### src/rtl/sr04_pkg.sv
// Shared definitions for the HC-SR04 distance meter.
// Holds the FSM state encoding, the cycle counts at the default 100 MHz clock
// and the widths of the internal counters and of the distance result.
package sr04_pkg;

  // Default timing figures (100 MHz system clock).
  localparam int DEF_CLK_FREQ_HZ = 100_000_000;
  localparam int DEF_TRIG_US     = 10;
  localparam int DEF_CM_US       = 58;
  localparam int DEF_TIMEOUT_US  = 30_000;
  localparam int DEF_HOLDOFF_US  = 60_000;
  localparam int DEF_DIST_MAX    = 9999;

  // Cycle counts derived from the defaults.
  localparam int CYC_PER_US  = DEF_CLK_FREQ_HZ / 1_000_000;
  localparam int TRIG_CYC    = DEF_TRIG_US * CYC_PER_US;
  localparam int CYC_PER_CM  = DEF_CM_US * CYC_PER_US;
  localparam int TIMEOUT_CYC = DEF_TIMEOUT_US * CYC_PER_US;
  localparam int HOLDOFF_CYC = DEF_HOLDOFF_US * CYC_PER_US;

  // Counter widths: 6,000,000 fits in 23 bits, 5,800 in 13 bits, 9,999 in 14 bits.
  localparam int CNT_W  = 23;
  localparam int CM_W   = 13;
  localparam int DIST_W = 14;

  typedef enum logic [2:0] {
    ST_IDLE      = 3'd0,
    ST_TRIG      = 3'd1,
    ST_WAIT_ECHO = 3'd2,
    ST_MEASURE   = 3'd3,
    ST_DONE      = 3'd4,
    ST_HOLDOFF   = 3'd5
  } state_t;

endpackage

### src/rtl/sr04_distance_meter_echo_sync.sv
// Echo input conditioning for the HC-SR04 meter.
// Two flip-flops bring the asynchronous echo pin into the clk domain; a third
// register holds the previous synchronised value so edges can be detected.
// Ports:
//   clk, rst   system clock, asynchronous active-high reset
//   echo       raw sensor echo pin
//   echo_s     synchronised echo level
//   echo_rise  one-cycle pulse on a synchronised rising edge
//   echo_fall  one-cycle pulse on a synchronised falling edge
module echo_sync (
  input  logic clk,
  input  logic rst,
  input  logic echo,
  output logic echo_s,
  output logic echo_rise,
  output logic echo_fall
);

  logic meta_r;
  logic sync_r;
  logic dly_r;

  // Synchroniser chain plus one-cycle delayed copy for edge detection.
  always_ff @(posedge clk or posedge rst) begin
    if (rst) begin
      meta_r <= 1'b0;
      sync_r <= 1'b0;
      dly_r  <= 1'b0;
    end else begin
      meta_r <= echo;
      sync_r <= meta_r;
      dly_r  <= sync_r;
    end
  end

  // Edge pulses are visible two edges after the pin moves, so the FSM acts on
  // the third edge; the same latency applies to both edges.
  assign echo_s    = sync_r;
  assign echo_rise = sync_r & ~dly_r;
  assign echo_fall = ~sync_r & dly_r;

endmodule

### src/rtl/sr04_distance_meter.sv
// HC-SR04 ultrasonic distance meter.
// Issues a trigger pulse on request, times the echo pulse in clk cycles and
// converts it to whole centimetres by counting CYC_PER_CM-cycle slices, so no
// divider is needed. The result saturates at DIST_MAX and holds between updates.
// Ports:
//   clk, rst    system clock, asynchronous active-high reset
//   start       one-cycle measurement request, honoured only when idle
//   echo        raw sensor echo pin (asynchronous)
//   trig        sensor trigger output
//   distance    last valid distance in cm
//   dist_valid  one-cycle pulse when distance updates
//   busy        high whenever a measurement or holdoff is in progress
//   err         set on an echo timeout, cleared by the next good measurement
module sr04_distance_meter
  import sr04_pkg::*;
#(
  parameter int CLK_FREQ_HZ = DEF_CLK_FREQ_HZ,
  parameter int TRIG_US     = DEF_TRIG_US,
  parameter int CM_US       = DEF_CM_US,
  parameter int TIMEOUT_US  = DEF_TIMEOUT_US,
  parameter int HOLDOFF_US  = DEF_HOLDOFF_US,
  parameter int DIST_MAX    = DEF_DIST_MAX
) (
  input  logic              clk,
  input  logic              rst,
  input  logic              start,
  input  logic              echo,
  output logic              trig,
  output logic [DIST_W-1:0] distance,
  output logic              dist_valid,
  output logic              busy,
  output logic              err
);

  localparam int P_CYC_PER_US = CLK_FREQ_HZ / 1_000_000;

  // Terminal values: each phase ends on the edge where its counter reads LAST.
  localparam logic [CNT_W-1:0]  TRIG_LAST    = CNT_W'(TRIG_US * P_CYC_PER_US - 1);
  localparam logic [CNT_W-1:0]  TIMEOUT_LAST = CNT_W'(TIMEOUT_US * P_CYC_PER_US - 1);
  localparam logic [CNT_W-1:0]  HOLDOFF_LAST = CNT_W'(HOLDOFF_US * P_CYC_PER_US - 1);
  localparam logic [CM_W-1:0]   CM_LAST      = CM_W'(CM_US * P_CYC_PER_US - 1);
  localparam logic [DIST_W-1:0] DIST_SAT     = DIST_W'(DIST_MAX);

  state_t            state_r;
  state_t            state_nxt_s;
  logic              timeout_s;
  logic [CNT_W-1:0]  cnt_r;
  logic [CM_W-1:0]   sub_r;
  logic [DIST_W-1:0] acc_r;
  logic              echo_rise_s;
  logic              echo_fall_s;
  logic              echo_level_unused_s;

  // The FSM works purely on edges; the synchronised level is not needed here.
  echo_sync u_echo_sync (
    .clk       (clk),
    .rst       (rst),
    .echo      (echo),
    .echo_s    (echo_level_unused_s),
    .echo_rise (echo_rise_s),
    .echo_fall (echo_fall_s)
  );

  // State register.
  always_ff @(posedge clk or posedge rst) begin
    if (rst) begin
      state_r <= ST_IDLE;
    end else begin
      state_r <= state_nxt_s;
    end
  end

  // Next-state logic; an echo fall is tested before the timeout so it wins a tie.
  always_comb begin
    state_nxt_s = state_r;
    timeout_s   = 1'b0;
    case (state_r)
      ST_IDLE: begin
        if (start) state_nxt_s = ST_TRIG;
        else       state_nxt_s = ST_IDLE;
      end
      ST_TRIG: begin
        if (cnt_r == TRIG_LAST) state_nxt_s = ST_WAIT_ECHO;
        else                    state_nxt_s = ST_TRIG;
      end
      ST_WAIT_ECHO: begin
        if (echo_rise_s) begin
          state_nxt_s = ST_MEASURE;
        end else if (cnt_r == TIMEOUT_LAST) begin
          state_nxt_s = ST_HOLDOFF;
          timeout_s   = 1'b1;
        end else begin
          state_nxt_s = ST_WAIT_ECHO;
        end
      end
      ST_MEASURE: begin
        if (echo_fall_s) begin
          state_nxt_s = ST_DONE;
        end else if (cnt_r == TIMEOUT_LAST) begin
          state_nxt_s = ST_HOLDOFF;
          timeout_s   = 1'b1;
        end else begin
          state_nxt_s = ST_MEASURE;
        end
      end
      ST_DONE: begin
        state_nxt_s = ST_HOLDOFF;
      end
      ST_HOLDOFF: begin
        if (cnt_r == HOLDOFF_LAST) state_nxt_s = ST_IDLE;
        else                       state_nxt_s = ST_HOLDOFF;
      end
      default: begin
        state_nxt_s = ST_IDLE;
      end
    endcase
  end

  // Phase cycle counter: restarts on every state change, idles at zero.
  always_ff @(posedge clk or posedge rst) begin
    if (rst) begin
      cnt_r <= {CNT_W{1'b0}};
    end else if ((state_nxt_s != state_r) || (state_r == ST_IDLE)) begin
      cnt_r <= {CNT_W{1'b0}};
    end else begin
      cnt_r <= cnt_r + CNT_W'(1);
    end
  end

  // Centimetre slicer: every MEASURE cycle, including the one that sees the
  // fall, advances the slice counter so the result is floor(cycles/CYC_PER_CM).
  always_ff @(posedge clk or posedge rst) begin
    if (rst) begin
      sub_r <= {CM_W{1'b0}};
      acc_r <= {DIST_W{1'b0}};
    end else if (state_r == ST_WAIT_ECHO) begin
      sub_r <= {CM_W{1'b0}};
      acc_r <= {DIST_W{1'b0}};
    end else if (state_r == ST_MEASURE) begin
      if (sub_r == CM_LAST) begin
        sub_r <= {CM_W{1'b0}};
        if (acc_r < DIST_SAT) acc_r <= acc_r + DIST_W'(1);
      end else begin
        sub_r <= sub_r + CM_W'(1);
      end
    end
  end

  // Registered outputs; trig and busy follow the state being entered.
  always_ff @(posedge clk or posedge rst) begin
    if (rst) begin
      trig       <= 1'b0;
      busy       <= 1'b0;
      dist_valid <= 1'b0;
      distance   <= {DIST_W{1'b0}};
      err        <= 1'b0;
    end else begin
      trig       <= (state_nxt_s == ST_TRIG);
      busy       <= (state_nxt_s != ST_IDLE);
      dist_valid <= (state_r == ST_DONE);
      if (state_r == ST_DONE) begin
        distance <= acc_r;
        err      <= 1'b0;
      end else if (timeout_s) begin
        err <= 1'b1;
      end
    end
  end

endmodule
### config.mk
export PLATFORM = sky130hd
export DESIGN_NAME = sr04_distance_meter
export DESIGN_NICKNAME = d
export VERILOG_FILES = /design/src/rtl/sr04_pkg.sv /design/src/rtl/sr04_distance_meter_echo_sync.sv /design/src/rtl/sr04_distance_meter.sv
export SDC_FILE = /design/constraint.sdc
export NUM_CORES = 1
export LEC_CHECK = 0
export CORE_MARGIN = 5
export CORE_UTILIZATION = 39
export CTS_CLUSTER_DIAMETER = 120
export DETAILED_ROUTE_END_ITERATION = 8
export PLACE_DENSITY = 0.65
export SLEW_MARGIN = 20
export SYNTH_ARGS = -nofsm -noshare
export SYNTH_HDL_FRONTEND = slang
export SYNTH_HIERARCHICAL = 1
export SYNTH_SLANG_ARGS = --single-unit
### constraint.sdc
create_clock -name clk -period 3.4 [get_ports clk]
set_input_delay 0.68 -clock clk [delete_from_list [all_inputs] [get_ports clk]]
set_output_delay 0.68 -clock clk [all_outputs]
set_load 0.05 [all_outputs]
==> results.cfg <==
[synthesis]
syn_area_um2 = 3640
async_reset_ff_frac = 1.00
yosysWarnings = 6
synth_cell_types = 42
synth_seq_cells = 74
syn_nets = 371
synth_top_area_cell = dfrtp_1
ys.flop_type = dfrtp_1
synth-seq-area-share = 0.509
synth_top_area_share = 0.509
synthCells = 364
syn_avg_cell_area_um2 = 9.99
synth_edf_count = 0
synth_area_leaders = dfrtp_1, xor2_1, mux2_2, nor3_1, nand2_1

[sta]
rsz0062_at_grt = no
relSlewSlack = 0.342
setup_viol = 0
hold_viol_final = 0
drv_slew = 0
period_share = 0.825
fin_crit_ps = 2800
fin_tns_setup_ps = 0
worst_slew_pin_slew_ps = 984
worst_slack_ps = 596
hold-worst-slack_ps = 359
fmax_mhz = 357
finalClockSkew_ps = 7.23

[layout]
stdcell_count = 501
area_delta_synth_final_pct = 14.7
nNetsFinal = 392
antenna_cells = 0
layout-drive-gt1-share = 0.105

[setup_path]
required_ps = 3590
max_stage_delay_ps = 650
path_buf_inv = 0
start_kind = flip-flop
cp.arrival_ps = 2990
critPathTopFamily = simple AND/OR/NAND/NOR gates
r2r_start = state_r[0]$_DFF_PP0_
cp_slowest_cell = dfrtp_1
reg2reg_depth = 6
worstPathCellList = or4b_1 > or3_1 > o21ba_2 > o41a_1 > o211ai_2 > nor3_1
setup.worst_path.start = state_r[0]$_DFF_PP0_
cp.depth = 6
cp_max_fo = 23
criticalPathCategory = flip-flop to flip-flop
cp-end-kind = flip-flop

[detailed_routing]
vias_per_cell = 5.44
vias = 2726
ant_nets = 0
wl_per_cell_um = 14.1
drtIter0Drc = 126
drt_pass1_iterations = 5
drt-total-wl_um = 7080
drcViolationCount = 0

[clocking]
cts_tree = built
cts_buffers = 9
cts_num_sinks = 74
post_cts_buffers = 0
cts-resized-gates = 0
clockBufferDepth = 2
h-tree-depth = 3
holdBufCountCts = 0
clockRootBuffer = clkbuf_8
clkTransAtPathRegs_ps = 70
clkLatencyLatePin_ps = 350

[grt]
grt_pass1_wl_um = 12800
grt.total_usage = 0.137
antenna_found_initial = 0
grt_overflow = 0
first_global_vias = 2773
grt_max_degree = 72

[power]
p_leak_nw = 1.86
vdd_drop_max_mv = 0.249
power.density_nw_per_um2 = 397

[placed_design]
dpl.hpwl_um = 4820
placed_cells = 485
gp_congestion = 0.818
portBuffers = 21
post-place-ws_ps = 633

[floorplanning]
dieHeight_um = 107
start_util = 0.397
fp.dieW_um = 107
core_um2 = 9150
io_pins = 22
rows = 35
die_area_um2 = 11400

[worst_hold_path]
min_path_type = flip-flop to flip-flop
min_from = u_echo_sync/meta_r$_DFF_PP0_
min_delay_path_depth = 0

[outcome]
status = completed

[run]
max_cap_violations = 0
## registers in the layout (all words and copies together) (netlist names)
name                cells
cnt_r                  23
u_echo_sync/meta_r      1
dist_valid              1
u_echo_sync/dly_r       1
sub_r                  13
state_r                 3
busy                    1
acc_r                  14
err                     1
distance               14
trig                    1
u_echo_sync/echo_s      1
## routing by layer
metal / GRT usage / up-vias / routed length, µm
met5: 0 / - / 0
met4: 0.0539 / 0 / 80
met3: 0.0427 / 7 / 335
met2: 0.217 / 49 / 3410
met1: 0.176 / 1332 / 3260
li1: - / 1338 / -
## path summary, 6_finish.rpt
path	end	slack [ps]
max in group asynchronous	acc_r[10]$_DFFE_PP0P_	2350
min in group asynchronous	u_echo_sync/meta_r$_DFF_PP0_	550
worst min-delay path	u_echo_sync/echo_s$_DFF_PP0_	360
worst max register to register	cnt_r[14]$_DFF_PP0_	600
worst max-delay path	cnt_r[14]$_DFF_PP0_	600
worst min register to register	u_echo_sync/echo_s$_DFF_PP0_	360
## Yosys cell counts (all sizes together), types with 4 or more instances
cell type,count
nor3,24
nand2,32
or3,4
and3,17
dfrtp,74
xnor2,5
nor2b,5
mux2,14
nor2,27
o31ai,4
nor3b,4
a31oi,4
xor2,29
nand4b,4
inv,7
nand3,21
clkbuf,13
o21ai,23
nand4,16
a21oi,5
## per-stage QoR
stage / power (mW) / area, µm² / util
after global placement: 0.927 / 3950 / 0.432
after floorplan: 0.915 / 3640 / -
after global routing: 1.73 / 4170 / 0.456
final: 1.66 / 4170 / 0.456
after detailed placement: 0.927 / 3950 / 0.432
after CTS: 1.68 / 4170 / 0.456
## power by group
part	switching [mW]	internal (mW)	leakage, nW
Combinational	0.0191	0.00734	0.754
Clock	0.331	0.416	0.107
Sequential	0.000822	0.881	0.997
Total	0.351	1.30	1.86
## cell usage in the layout (no fill, tap or decap), types with 3 or more instances in the layout
cell type / count
mux2_2: 14
nand4b_1: 4
nand2_1: 32
inv_1: 6
o21ai_0: 23
nor3b_1: 4
xnor2_1: 5
or3_1: 4
nand3_1: 21
buf_4: 4
nand4_1: 16
a21oi_1: 5
nor3_1: 24
clkbuf_8: 9
nor2b_1: 5
ha_1: 3
clkdlybuf4s50_1: 21
xor2_1: 29
a31oi_1: 4
nor4_1: 3
dfrtp_1: 74
nor2_1: 27
o31ai_1: 4
and3_1: 17
## area by class of cell
type | instances | area (µm²)
fill | 840 | 4980
sequential | 74 | 1850
multi-input combinational | 267 | 1680
timing repair buffer | 26 | 260
tap | 111 | 139
clock buffer | 10 | 128
clock inverter | 6 | 90.1
inverter | 7 | 26.3
## worst reg2reg max path: cells and delay by family, from the launching register on
family / cells / cell delay, ps
and+or+nand+nor: 3 / 1010
DFF: 1 / 650
AOI/OAI and AO/OA: 3 / 990
## kinds of logic (layout without fill, tap and decap cells)
kind of cell	Yosys count	count (layout)	share of synthesized area
AOI/OAI and AO/OA	45	45	0.0774
xor gates and xnor gates	34	34	0.0819
adders and majority gates	3	3	0.0103
buffers and inverters	23	49	0.0299
DFF	74	74	0.509
muxes	14	14	0.0433
and+or+nand+nor	171	171	0.248
No activity file was read; power rests on OpenSTA's default activity.
